==> config.mk <==
export PLATFORM = sky130hd
export DESIGN_NAME = ext_bus_ctrl
export DESIGN_NICKNAME = d
export VERILOG_FILES = /design/src/rtl/ext_bus_ctrl.sv
export SDC_FILE = /design/constraint.sdc
export NUM_CORES = 1
export LEC_CHECK = 0
export CORE_MARGIN = 5
export CORE_UTILIZATION = 54
export DETAILED_ROUTE_END_ITERATION = 10
export PLACE_DENSITY_LB_ADDON = 0.08
export SYNTH_ARGS = -nofsm -noshare
export SYNTH_HDL_FRONTEND = slang
export SYNTH_SLANG_ARGS = --single-unit
==> constraint.sdc <==
create_clock -name wb_clk_i -period 8.4 [get_ports wb_clk_i]
set_clock_uncertainty 0.1 [all_clocks]
set_input_delay 1.68 -clock wb_clk_i [delete_from_list [all_inputs] [get_ports wb_clk_i]]
set_output_delay 1.68 -clock wb_clk_i [all_outputs]
set_load 0.1 [all_outputs]
==> src/rtl/ext_bus_ctrl.sv <==
// Bus interface unit: turns 32-bit core requests into multiplexed 16-bit
// external bus cycles, with a cached upper address half to skip le_hi phases.
module ext_bus_ctrl #(
   parameter int unsigned WAIT_STATES = 0
) (
   input  logic        wb_clk_i,
   input  logic        wb_rst_i,
   input  logic        req_valid,
   output logic        req_ready,
   input  logic        req_we,
   input  logic        req_word,
   input  logic [31:0] req_addr,
   input  logic [31:0] req_wdata,
   input  logic [3:0]  req_wstrb,
   output logic        ack,
   output logic [31:0] rdata,
   output logic [15:0] bus_out,
   input  logic [15:0] bus_in,
   output logic        bus_oe,
   output logic        le_lo,
   output logic        le_hi,
   output logic        bus_dir,
   output logic        OEb,
   output logic        WEb_lo,
   output logic        WEb_hi
);

   localparam int unsigned AW = 32;
   localparam int unsigned HW = 16;
   localparam int unsigned CW = 4;

   typedef enum logic [2:0] {IDLE, AH, AL, RD, TURN, WP, WH, DONE} state_t;

   state_t          state, state_n;
   logic [CW-1:0]   cnt, cnt_n;
   logic [AW-1:0]   cur, cur_n;
   logic [HW-1:0]   cache, cache_n;
   logic            hi_valid, hi_valid_n;
   logic            half, half_n;
   logic            r_we, we_n;
   logic            r_word, word_n;
   logic [31:0]     r_wdata, wdata_n;
   logic [3:0]      r_wstrb, wstrb_n;
   logic [31:0]     rdata_n;
   logic [HW-1:0]   bus_out_n;
   logic            req_ready_n, ack_n, le_lo_n, le_hi_n, bus_dir_n;
   logic            oeb_n, web_lo_n, web_hi_n;
   logic            second;
   logic [AW-1:0]   haddr;
   logic [HW-1:0]   wp_data;
   logic [1:0]      wp_strb;

   // Byte address to halfword address; bit 0 is dropped by the shift.
   assign haddr = req_addr >> 1;

   // Next-state, datapath and next-output logic.
   always_comb begin
      state_n     = state;
      cnt_n       = cnt;
      cur_n       = cur;
      cache_n     = cache;
      hi_valid_n  = hi_valid;
      half_n      = half;
      we_n        = r_we;
      word_n      = r_word;
      wdata_n     = r_wdata;
      wstrb_n     = r_wstrb;
      rdata_n     = rdata;
      bus_out_n   = bus_out;
      req_ready_n = 1'b0;
      ack_n       = 1'b0;
      le_lo_n     = 1'b0;
      le_hi_n     = 1'b0;
      bus_dir_n   = 1'b0;
      oeb_n       = 1'b1;
      web_lo_n    = 1'b1;
      web_hi_n    = 1'b1;
      wp_data     = '0;
      wp_strb     = '0;
      second      = !half && ((!r_we && r_word) || (r_we && (r_wstrb[3:2] != 2'b00)));

      case (state)
         IDLE: begin
            if (req_valid) begin
               we_n    = req_we;
               word_n  = req_word;
               wdata_n = req_wdata;
               wstrb_n = req_wstrb;
               rdata_n = '0;
               cur_n   = haddr;
               half_n  = 1'b0;
               if (req_we && (req_wstrb == 4'b0000)) begin
                  state_n = DONE;
               end else begin
                  if (req_we && (req_wstrb[1:0] == 2'b00)) begin
                     cur_n  = haddr + AW'(1);
                     half_n = 1'b1;
                  end
                  state_n = (hi_valid && (cache == cur_n[31:16])) ? AL : AH;
               end
            end
         end
         AH: state_n = AL;
         AL: begin
            cnt_n   = CW'(WAIT_STATES);
            state_n = r_we ? WP : RD;
         end
         RD: begin
            if (cnt == '0) begin
               if (half) rdata_n[31:16] = bus_in;
               else      rdata_n[15:0]  = bus_in;
               state_n = TURN;
            end else begin
               cnt_n = cnt - CW'(1);
            end
         end
         WP: begin
            if (cnt == '0) state_n = WH;
            else           cnt_n   = cnt - CW'(1);
         end
         TURN, WH: begin
            if (second) begin
               cur_n   = cur + AW'(1);
               half_n  = 1'b1;
               state_n = (hi_valid && (cache == cur_n[31:16])) ? AL : AH;
            end else begin
               state_n = DONE;
            end
         end
         DONE: state_n = IDLE;
         default: state_n = IDLE;
      endcase

      // Outputs are a function of the state being entered, so they line up with it.
      wp_data = half_n ? wdata_n[31:16] : wdata_n[15:0];
      wp_strb = half_n ? wstrb_n[3:2]   : wstrb_n[1:0];
      case (state_n)
         IDLE: req_ready_n = 1'b1;
         AH: begin
            le_hi_n    = 1'b1;
            bus_out_n  = cur_n[31:16];
            cache_n    = cur_n[31:16];
            hi_valid_n = 1'b1;
         end
         AL: begin
            le_lo_n   = 1'b1;
            bus_out_n = cur_n[15:0];
         end
         RD: begin
            bus_dir_n = 1'b1;
            oeb_n     = 1'b0;
            bus_out_n = '0;
         end
         TURN: bus_dir_n = 1'b1;
         WP: begin
            bus_out_n = wp_data;
            web_lo_n  = !wp_strb[0];
            web_hi_n  = !wp_strb[1];
         end
         WH:   ;
         DONE: ack_n = 1'b1;
         default: ;
      endcase
   end

   // State and output registers.
   always_ff @(posedge wb_clk_i) begin
      if (wb_rst_i) begin
         state     <= IDLE;
         cnt       <= '0;
         cur       <= '0;
         cache     <= '0;
         hi_valid  <= 1'b0;
         half      <= 1'b0;
         r_we      <= 1'b0;
         r_word    <= 1'b0;
         r_wdata   <= '0;
         r_wstrb   <= '0;
         rdata     <= '0;
         bus_out   <= '0;
         req_ready <= 1'b1;
         ack       <= 1'b0;
         le_lo     <= 1'b0;
         le_hi     <= 1'b0;
         bus_dir   <= 1'b0;
         bus_oe    <= 1'b1;
         OEb       <= 1'b1;
         WEb_lo    <= 1'b1;
         WEb_hi    <= 1'b1;
      end else begin
         state     <= state_n;
         cnt       <= cnt_n;
         cur       <= cur_n;
         cache     <= cache_n;
         hi_valid  <= hi_valid_n;
         half      <= half_n;
         r_we      <= we_n;
         r_word    <= word_n;
         r_wdata   <= wdata_n;
         r_wstrb   <= wstrb_n;
         rdata     <= rdata_n;
         bus_out   <= bus_out_n;
         req_ready <= req_ready_n;
         ack       <= ack_n;
         le_lo     <= le_lo_n;
         le_hi     <= le_hi_n;
         bus_dir   <= bus_dir_n;
         bus_oe    <= !bus_dir_n;
         OEb       <= oeb_n;
         WEb_lo    <= web_lo_n;
         WEb_hi    <= web_hi_n;
      end
   end

endmodule

==> qor.yml, run 1 <==
outcome:
  status: "completed"
final_layout:
  final_common_cell: "nand2_1"
  multiInputGateArea_um2: 5585
  insertedDiodeCount: 0
  utilization_pct: 67.32
  ff_latch_area_um2: 3043
  fillCellCount: 1473
  area_delta_synth_final_pct: 22.70
  final_nets: 1408
  drive_gt1_share_pct: 7.380
  final_cell_mix: "nand2_1 (229), dfxtp_1 (152), clkdlybuf4s50_1 (143)"
clocking:
  post_cts_buffers: 0
  cts_htree_levels: 4
  clk_latency_ps: 430
  cts.sinks: 152
  cts_buffers: 17
  clockBufferDepth: 2
  ctsHoldBuffers: 0
  cts_tree: "built"
  postCtsResizedCells: 0
  clk_pin_slew_ps: 60
  cts-root-buf: "clkbuf_16"
logic_synthesis:
  synth-simple-area-share_pct: 32.54
  yosys_register_bits: 152
  synth.area.mux_share_pct: 3.160
  syn-cell-area_um2: 9066
  synth_ff_type: "dfxtp_1"
  synth_compound_area_share_pct: 18.52
  synth_cell_types: 83
  synth-xor-area-share_pct: 6.666
  yosys_warnings: 0
  avgSynthCellArea_um2: 7.419
  synthArstFlopShare_pct: 0
  syn_inst: 1222
  synthAdderAreaFrac_pct: 0.5520
  synthesis.nets: 1315
  yosysSeqAreaShare_pct: 33.56
  synth_top_family_by_area: "simple AND/OR/NAND/NOR gates"
  synth_edf_count: 0
power_and_ir_drop:
  p_per_area_nw_per_um2: 292.2
  seqPwrFrac_pct: 31.1
  peakVddDrop_v: 0.0002485
  p_sw_uw: 1450
  p_comb_share_pct: 44.2
  p_leak_uw: 0.003958
  p_int_uw: 1801
  p_clk_share_pct: 24.7
  swShare_pct: 44.61
grt:
  grt_pass1_wl_mm: 47.00
  antenna_found_initial: 0
  overflow: 0
  grt_max_degree: 97
  grt_pass1_vias: 8835
  grt_usage_pct: 29.69
die:
  die_area_um2: 19480
  io_pins: 146
  die_x_um: 139.6
  fp.coreArea_um2: 16520
  rows: 47
  start_util_pct: 54.86
  die_h_um: 139.6
sta:
  setup_violations: 0
  fmax_mhz: 162.5
  relSlewSlack_pct: 23.38
  period_share_pct: 73.24
  hold_viol: 0
  worst_pin_slew_ps: 1149
  rsz0062_at_grt: "no"
  tns_ps: 0
  slew_violations: 0
  min_period_ps: 6152
routing:
  ant_nets: 0
  routedWlPerCell_um: 19.08
  vias_per_cell: 6.065
  finalWirelength_mm: 29.53
  drt_pass1_iterations: 9
  drtIter0Drc: 953
  route.vias.total: 9388
  drcViolationCount: 0
min_path:
  hold_class: "reg2reg"
setup_path:
  cp.arrival_ps: 6420
  startpoint_type: "input port"
  crit_type: "in2reg"
  worstPathRequired_ps: 8670
  end_kind: "register"
  worstPathMaxFanout: 16
place:
  place_congestion: 1.032
  port_buffers: 144
  detailed_place_hpwl_mm: 21.10
run:
  maxCapViolCount: 0
[power by group through the flow]
stage | clock (µW) | combinational, µW | sequential [µW]
floorplan | 0 | 781 | 1290
global placement | 0 | 1410 | 1020
detailed placement | 0 | 1420 | 1020
CTS | 810 | 1430 | 1000
global route | 843 | 1540 | 1030
finish | 804 | 1440 | 1010
[cell type report]
| class | count | area share [%] |
|---|---|---|
| Clock inverter | 15 | 1.721 |
| Inverter | 18 | 0.6074 |
| Timing Repair Buffer | 157 | 13.81 |
| Clock buffer | 17 | 3.824 |
| Multi-Input combinational cell | 969 | 50.21 |
| Sequential cell | 152 | 27.35 |
| Tap cell | 220 | 2.474 |
[cell families (layout without fill, tap and decap cells)]
family	Yosys count	count (layout)
flops	152	152
simple gates	607	607
xor+xnor	69	69
buf+inv	101	207
compound gates	265	265
fa+ha+maj	4	4
mux	24	24
[cell usage after synthesis, drive strengths merged, types with 4 or more instances]
cell type,instances,area (µm²)
or3,10,63.81
and4,11,97.59
nand3,96,480.5
and3,20,127.6
o211ai,4,30.03
nand2,229,859.6
xnor2,49,429.2
or2,5,31.28
xor2,20,175.2
buf,25,162.6
mux2,17,191.4
o31ai,7,66.31
inv,18,67.56
a31oi,25,156.4
mux2i,5,50.05
o21a,9,67.56
nor2b,23,143.9
a221o,16,167.7
nor3,42,215.2
clkbuf,57,214.0
nand4,29,202.7
and2,12,76.33
nand2b,8,50.05
o21ai,44,220.2
nor2,87,329.1
o22ai,6,37.54
dfxtp,152,3043
ha,4,50.05
a21oi,112,560.5
nor4,19,133.9
[worst max-delay path, stage by stage]
cell and delay [ps]:
clkdlybuf4s50_1 620, nand4bb_1 380, nor4_1 1020, nand4_1 300, xnor2_1 200, nor4_1 350
nand4b_1 310, nor3_1 260, o21bai_2 130, nor2_1 840, a221o_2 300
[routing by layer]
metal	up-vias	GRT usage [%]	part of all wire [%]	wire, µm
met5	-	0	0	0
met4	0	11.78	3.5	1020
met3	72	8.062	9.6	2835
met2	396	47.28	45	13430
met1	4381	38.42	41	12250
li1	4539	-	-	-
[path summary, 6_finish.rpt]
path / startpoint / to / slack [ps] / cells past startpoint
setup reg to reg: cur[10] / bus_out[3] / 4150 / 10
hold reg to reg: rdata[14] / rdata[14] / 350 / 2
setup / recovery: req_addr[14] / bus_out[3] / 2250 / 11
hold / removal: rdata[14] / rdata[14] / 350 / 2
[per-stage QoR]
step / area (µm²) / worst slack, ps / hold WS, ps / power (µW) / std cells
after floorplan: 9066 / 3759 / 333.1 / 2067 / 1222
after global placement: 10510 / 2092 / 339.7 / 2428 / 1516
after detailed placement: 10510 / 2033 / 346.0 / 2440 / 1516
after CTS: 11120 / 2472 / 353.5 / 3245 / 1548
after global routing: 11120 / 2094 / 369.2 / 3409 / 1548
final: 11120 / 2248 / 352.1 / 3251 / 1548
[state kept, by name, indices dropped and copies added, names as in the netlist, 3 cells and up]
name     flops
cur         32
r_wdata     32
rdata       32
bus_out     16
cache       16
cnt          4
r_wstrb      4
state        3
Power figures use the tool's default switching activity.
==> run 2: changes to the inputs <==
--- a/config.mk
+++ b/config.mk
@@ -6,7 +6,7 @@
 export NUM_CORES = 1
 export LEC_CHECK = 0
 export CORE_MARGIN = 5
-export CORE_UTILIZATION = 54
+export CORE_UTILIZATION = 49
 export DETAILED_ROUTE_END_ITERATION = 10
 export PLACE_DENSITY_LB_ADDON = 0.08
 export SYNTH_ARGS = -nofsm -noshare
==> constraint.sdc (replaced) <==
create_clock -name wb_clk_i -period 5.4 [get_ports wb_clk_i]
set_clock_uncertainty 0.1 [all_clocks]
set_input_delay 1.08 -clock wb_clk_i [delete_from_list [all_inputs] [get_ports wb_clk_i]]
set_output_delay 1.08 -clock wb_clk_i [all_outputs]
set_load 0.1 [all_outputs]
==> run 2 against run 1 <==
  * Clock-buffer cell count is 2 higher
  * Final cell count rose by 1.6%
  * Non-clock buffer count increased by 15
  * Via count grew 0.99%
  * First-iteration DRC count is 8.9% lower
==> qor.yml, run 2 (synthesized netlist as in run 1, its figures left out) <==
outcome:
  status: "completed"
grt:
  grt_max_degree: 81  # -16%
  antenna_found_initial: 0  # unchanged
  grt_pass1_wl_mm: 47.44  # +0.93%
  grt_pass1_vias: 8779  # -0.63%
  grt_usage_pct: 27.31  # -2.4 points
  overflow: 0  # unchanged
sta:
  tns_ps: 0  # unchanged
  setup_violations: 0  # unchanged
  rsz0062_at_grt: "no"
  period_share_pct: 88.58
  hold_viol: 0  # unchanged
  hold_ws_ps: 353.1  # +0.9990 ps
  min_period_ps: 4783
  relSlewSlack_pct: 22.71  # -0.67 points
  slew_violations: 0  # unchanged
  fmax_mhz: 209.1
  worst_pin_slew_ps: 1155  # +5.780 ps
die:
  io_pins: 146  # unchanged
  die_area_um2: 21320  # +9.5%
  fp.coreArea_um2: 18090  # +9.4%
  die_x_um: 146.0  # +4.6%
  start_util_pct: 50.13  # -4.7 points
  die_h_um: 146.0  # +4.6%
  rows: 49  # +4.3%
setup_path:
  r2r-end: "bus_out[3]"
  worstPathMaxFanout: 17  # +1
  reg2reg_from: "cur[9]"
  reg2reg_slack_ps: 1280  # -2870 ps
  end_kind: "register"
  startpoint_type: "input port"
  cp.arrival_ps: 5000  # -1420 ps
  endpoint: "cache[5]"
  crit_type: "in2reg"
  critPathLaunch: "req_addr[14]"
  worstPathRequired_ps: 5610  # -3060 ps
  reg2reg_depth: 10  # unchanged
power_and_ir_drop:
  p_comb_share_pct: 44.8  # +0.6 points
  p_int_uw: 2833  # +57%
  p_per_area_nw_per_um2: 451.7  # +55%
  seqPwrFrac_pct: 30.9  # -0.2 points
  swShare_pct: 44.30  # -0.31 points
  p_leak_uw: 0.004034  # +1.9%
  p_sw_uw: 2252  # +55%
  peakVddDrop_v: 0.0003532  # +42%
  p_clk_share_pct: 24.3  # -0.4 points
run:
  maxCapViolCount: 0  # unchanged
final_layout:
  area_delta_synth_final_pct: 24.16
  utilization_pct: 62.24  # -5.1 points
  final_cell_mix: "nand2_1 (229), dfxtp_1 (152), clkdlybuf4s50_1 (143)"
  final_nets: 1423  # +1.1%
  largestRegisters: "cur: 32 flops, r_wdata: 32 flops, rdata: 32 flops"
  drive_gt1_share_pct: 8.340  # +0.96 points
  final_common_cell: "nand2_1"
  insertedDiodeCount: 0  # unchanged
routing:
  vias_per_cell: 6.031  # -0.55%
  ant_nets: 0  # unchanged
  drtIter0Drc: 868  # -8.9%
  finalWirelength_mm: 30.00  # +1.6%
  drt_pass1_iterations: 6  # -3
  routedWlPerCell_um: 19.08  # about the same
  drcViolationCount: 0  # unchanged
  route.vias.total: 9481  # +0.99%
clocking:
  post_cts_buffers: 0  # unchanged
  cts-root-buf: "clkbuf_16"
  clockBufferDepth: 2  # unchanged
  ctsHoldBuffers: 0  # unchanged
  cts.sinks: 152  # unchanged
  cts_buffers: 17  # unchanged
  clk_latency_ps: 430  # about the same
  cts_htree_levels: 4  # unchanged
  cts_tree: "built"
  clk_pin_slew_ps: 70  # about the same
  postCtsResizedCells: 0  # unchanged
min_path:
  hold_class: "reg2reg"
place:
  port_buffers: 144  # unchanged
  place_congestion: 0.9764  # -5.4%
  detailed_place_hpwl_mm: 21.60  # +2.4%
run 2: routing by layer:
metal	part of all wire (%)	track usage (%)	vias to the layer above
li1	-	-	4567
met1	43	36.82	4461
met2	46	43.73	403
met3	8.6	6.446	50
met4	2.3	8.278	0
met5	0	0	-
run 2: per-stage QoR:
step | power (µW) | area [µm²] | std cells | worst slack [ps]
global route | 5338 | 11260 | 1572 | 457.9
detailed placement | 3839 | 10640 | 1540 | 265.9
floorplan | 3216 | 9066 | 1222 | 1359
global placement | 3824 | 10640 | 1540 | 271.3
CTS | 5083 | 11260 | 1572 | 668.7
finish | 5085 | 11260 | 1572 | 616.7
run 2: layout make-up:
cell class                      count  area, µm²
Inverter                           18      67.56
Fill cell                        1684       6829
Clock buffer                       19      442.9
Tap cell                          229      286.5
Multi-Input combinational cell    969       5585
Clock inverter                     13      170.2
Sequential cell                   152       3043
Timing Repair Buffer              172       1662
run 2: power groups by stage:
stage / clock network, µW / registers (µW) / logic, µW
floorplan: 0 / 2000 / 1210
global placement: 0 / 1580 / 2240
detailed placement: 0 / 1580 / 2260
CTS: 1250 / 1560 / 2270
global route: 1300 / 1600 / 2440
finish: 1240 / 1570 / 2280
run 2: worst max-delay path, stage by stage:
cell	delay (ps)
clkdlybuf4s50_1	650
nand4bb_1	130
buf_4	180
or3_1	460
nor4_1	270
buf_4	160
xnor2_1	140
nor4_1	70
nand4b_1	230
nand3_1	120
a31o_2	280
nor2_2	770
mux2_2	420
run 2: worst min-delay path by stage:
stage,start,endpoint,depth (start not counted)
2_1_floorplan,r_wstrb[0],r_wstrb[0],2
3_3_place_gp,r_wstrb[1],r_wstrb[1],2
3_5_place_dp,r_wdata[6],r_wdata[6],2
4_1_cts,r_wdata[13],r_wdata[13],2
5_1_grt,r_wdata[21],r_wdata[21],2
6_report,rdata[30],rdata[30],2
==> run 3: changes to the inputs <==
--- a/config.mk
+++ b/config.mk
@@ -5,6 +5,7 @@
 export SDC_FILE = /design/constraint.sdc
 export NUM_CORES = 1
 export LEC_CHECK = 0
+export CAP_MARGIN = 30
 export CORE_MARGIN = 5
 export CORE_UTILIZATION = 49
 export DETAILED_ROUTE_END_ITERATION = 10
@@ -12,3 +13,4 @@
 export SYNTH_ARGS = -nofsm -noshare
 export SYNTH_HDL_FRONTEND = slang
 export SYNTH_SLANG_ARGS = --single-unit
+export TNS_END_PERCENT = 50
==> run 3 against run 2 <==
  * Fmax is 0.39% higher
  * Die area is the same
  * Clock-buffer cell count unchanged
  * Clock power up 7%
  * Largest power group unchanged
  * Critical endpoint unchanged
  * Setup slack improved by 19 ps
  * Highest routed layer unchanged
  * Hold slack worse by 0.53 ps
  * First-iteration DRC count up 0.46%
  * Largest cell class unchanged
  * Global-route usage up 0.097 points
  * Flip-flop and latch count is the same
==> qor.yml, run 3 (synthesized netlist as in run 1, its figures left out) <==
grt:
  grt_pass1_wl_mm: 47.73  # +0.61%
  overflow: 0  # unchanged
  antenna_found_initial: 0  # unchanged
  grt_pass1_vias: 8776  # -0.034%
  grt_usage_pct: 27.41  # +0.097 points
  grt_max_degree: 81  # unchanged
sta:
  period_share_pct: 88.23  # -0.35 points
  fmax_mhz: 209.9  # +0.39%
  tns_ps: 0  # unchanged
  min_period_ps: 4764  # -18.80 ps
  hold_ws_ps: 352.6  # -0.5290 ps
  relSlewSlack_pct: 31.71  # +9.0 points
  hold_viol: 0  # unchanged
  rsz0062_at_grt: "no"
  worst_pin_slew_ps: 1021  # -134.0 ps
  setup_violations: 0  # unchanged
  slew_violations: 0  # unchanged
  setup_slack_ps: 635.5  # +18.80 ps
power_and_ir_drop:
  p_leak_uw: 0.004064  # +0.75%
  p_per_area_nw_per_um2: 457.7  # +1.3%
  peakVddDrop_v: 0.0003489  # -1.2%
setup_path:
  cp_top_family: "simple AND/OR/NAND/NOR gates"
  worst_path_max_delay_cell: "nor2_2"
  worstPathMaxFanout: 17  # unchanged
  startpoint_type: "input port"
  crit_path_cell_trace: "clkdlybuf4s50_1, nand4bb_1, buf_4, or3_1, nor4_1, buf_4, xnor2_1, nor4_1, nand4b_1, nand3_1, a31o_2, nor2_2, mux2_2"
  critPathBufInv: 3  # unchanged
  cp.arrival_ps: 4970  # -30 ps
  crit_type: "in2reg"
  worstPathRequired_ps: 5610  # about the same
  end_kind: "register"
  critPathMaxStageDelay_ps: 740  # -30 ps
clocking:
  cts-root-buf: "clkbuf_16"
  clockBufferDepth: 2  # unchanged
  cts_tree: "built"
  clk_pin_slew_ps: 60  # about the same
  post_cts_buffers: 0  # unchanged
  ctsHoldBuffers: 0  # unchanged
  cts_buffers: 17  # unchanged
  clk_latency_ps: 420  # about the same
  cts.sinks: 152  # unchanged
  postCtsResizedCells: 0  # unchanged
  cts_htree_levels: 4  # unchanged
final_layout:
  final_nets: 1424  # +0.070%
  area_delta_synth_final_pct: 24.77
  final_cell_mix: "nand2_1 (229), dfxtp_1 (152), clkdlybuf4s50_1 (143)"
  fillCellCount: 1641  # -2.6%
  fin_area_um2: 11310  # +0.49%
  final_common_cell: "nand2_1"
  insertedDiodeCount: 0  # unchanged
  largestRegisters: "cur: 32 flops, r_wdata: 32 flops, rdata: 32 flops"
  multiInputGateArea_um2: 5585  # unchanged
  instances_no_fill: 1573  # +0.064%
  drive_gt1_share_pct: 8.408  # +0.068 points
  ff_latch_area_um2: 3043  # unchanged
routing:
  drcViolationCount: 0  # unchanged
  finalWirelength_mm: 29.85  # -0.49%
  wl_met2_mm: 13.72  # about the same
  routedWlPerCell_um: 18.98  # -0.56%
  drtIter0Drc: 872  # +0.46%
  drt_pass1_iterations: 6  # unchanged
  route.vias.total: 9482  # +0.011%
  met1Wirelength_mm: 12.78  # -1.6%
  highest_layer: "met4"
  ant_nets: 0  # unchanged
  met3RoutedLength_mm: 2.612  # +0.73%
  vias_per_cell: 6.028  # about the same
place:
  post-place-ws_ps: 263.8  # -2.109 ps
  place_congestion: 0.9764  # unchanged
  port_buffers: 144  # unchanged
  dp_cells: 1541  # +0.065%
  detailed_place_hpwl_mm: 21.62  # about the same
  place_area_um2: 10650  # about the same
run:
  maxCapViolCount: 0  # unchanged
outcome:
  status: "completed"
die:
  die_x_um: 146.0  # unchanged
  rows: 49  # unchanged
  die_h_um: 146.0  # unchanged
  fp.coreArea_um2: 18090  # unchanged
  start_util_pct: 50.13  # unchanged
  io_pins: 146  # unchanged
  die_area_um2: 21320  # unchanged
min_path:
  hold_class: "reg2reg"
run 3: cell types whose count changed in the layout (fill, tap and decap cells not counted):
cell / delta
bufinv_16: +2
buf_4: +1
clkinv_2: -1
clkinv_4: -1
clkinvlp_4: -1
inv_6: +1
run 3: layer usage:
metal / GRT usage [%] / vias to the layer above
met2: 44.08 / 386
met4: 8.090 / 0
met5: 0 / -
li1: - / 4560
met1: 36.88 / 4486
met3: 6.477 / 50
run 3: cell type report:
cell class / count / share of cell area [%]
clock buffer: 19 / 3.915
clock inverter: 13 / 1.925
inverter: 18 / 0.5973
multi-input combinational: 969 / 49.38
sequential: 152 / 26.90
tap: 229 / 2.533
timing repair buffer: 173 / 14.75
run 3: where the power goes:
group          internal, µW  total (µW)  switching, µW  leakage (µW)
logic                   747        2280           1530       0.00250
clock network           840        1330            490      0.000320
registers              1340        1570            229       0.00124
total                  2930        5180           2250       0.00406
run 3: path summary, 6_finish.rpt:
path         slack (ps)         end         start  cells past startpoint
max                 640    cache[5]  req_addr[14]                     13
min                 350   rdata[15]     rdata[15]                      2
max reg2reg        1250  bus_out[3]        cur[9]                     10
min reg2reg         350   rdata[15]     rdata[15]                      2
run 3: worst register-to-register path: cells and delay by family (launching register included):
family / cells / cell delay [ps]
AO/OA/AOI/OAI: 5 / 1810
flip-flops: 1 / 420
AND/OR/NAND/NOR: 5 / 1700
run 3: per-stage QoR:
step	util [%]	power, µW
after floorplan	-	3216
after global placement	58.85	3824
after detailed placement	58.89	3841
after CTS	62.55	5177
after global routing	62.55	5432
final	62.55	5177
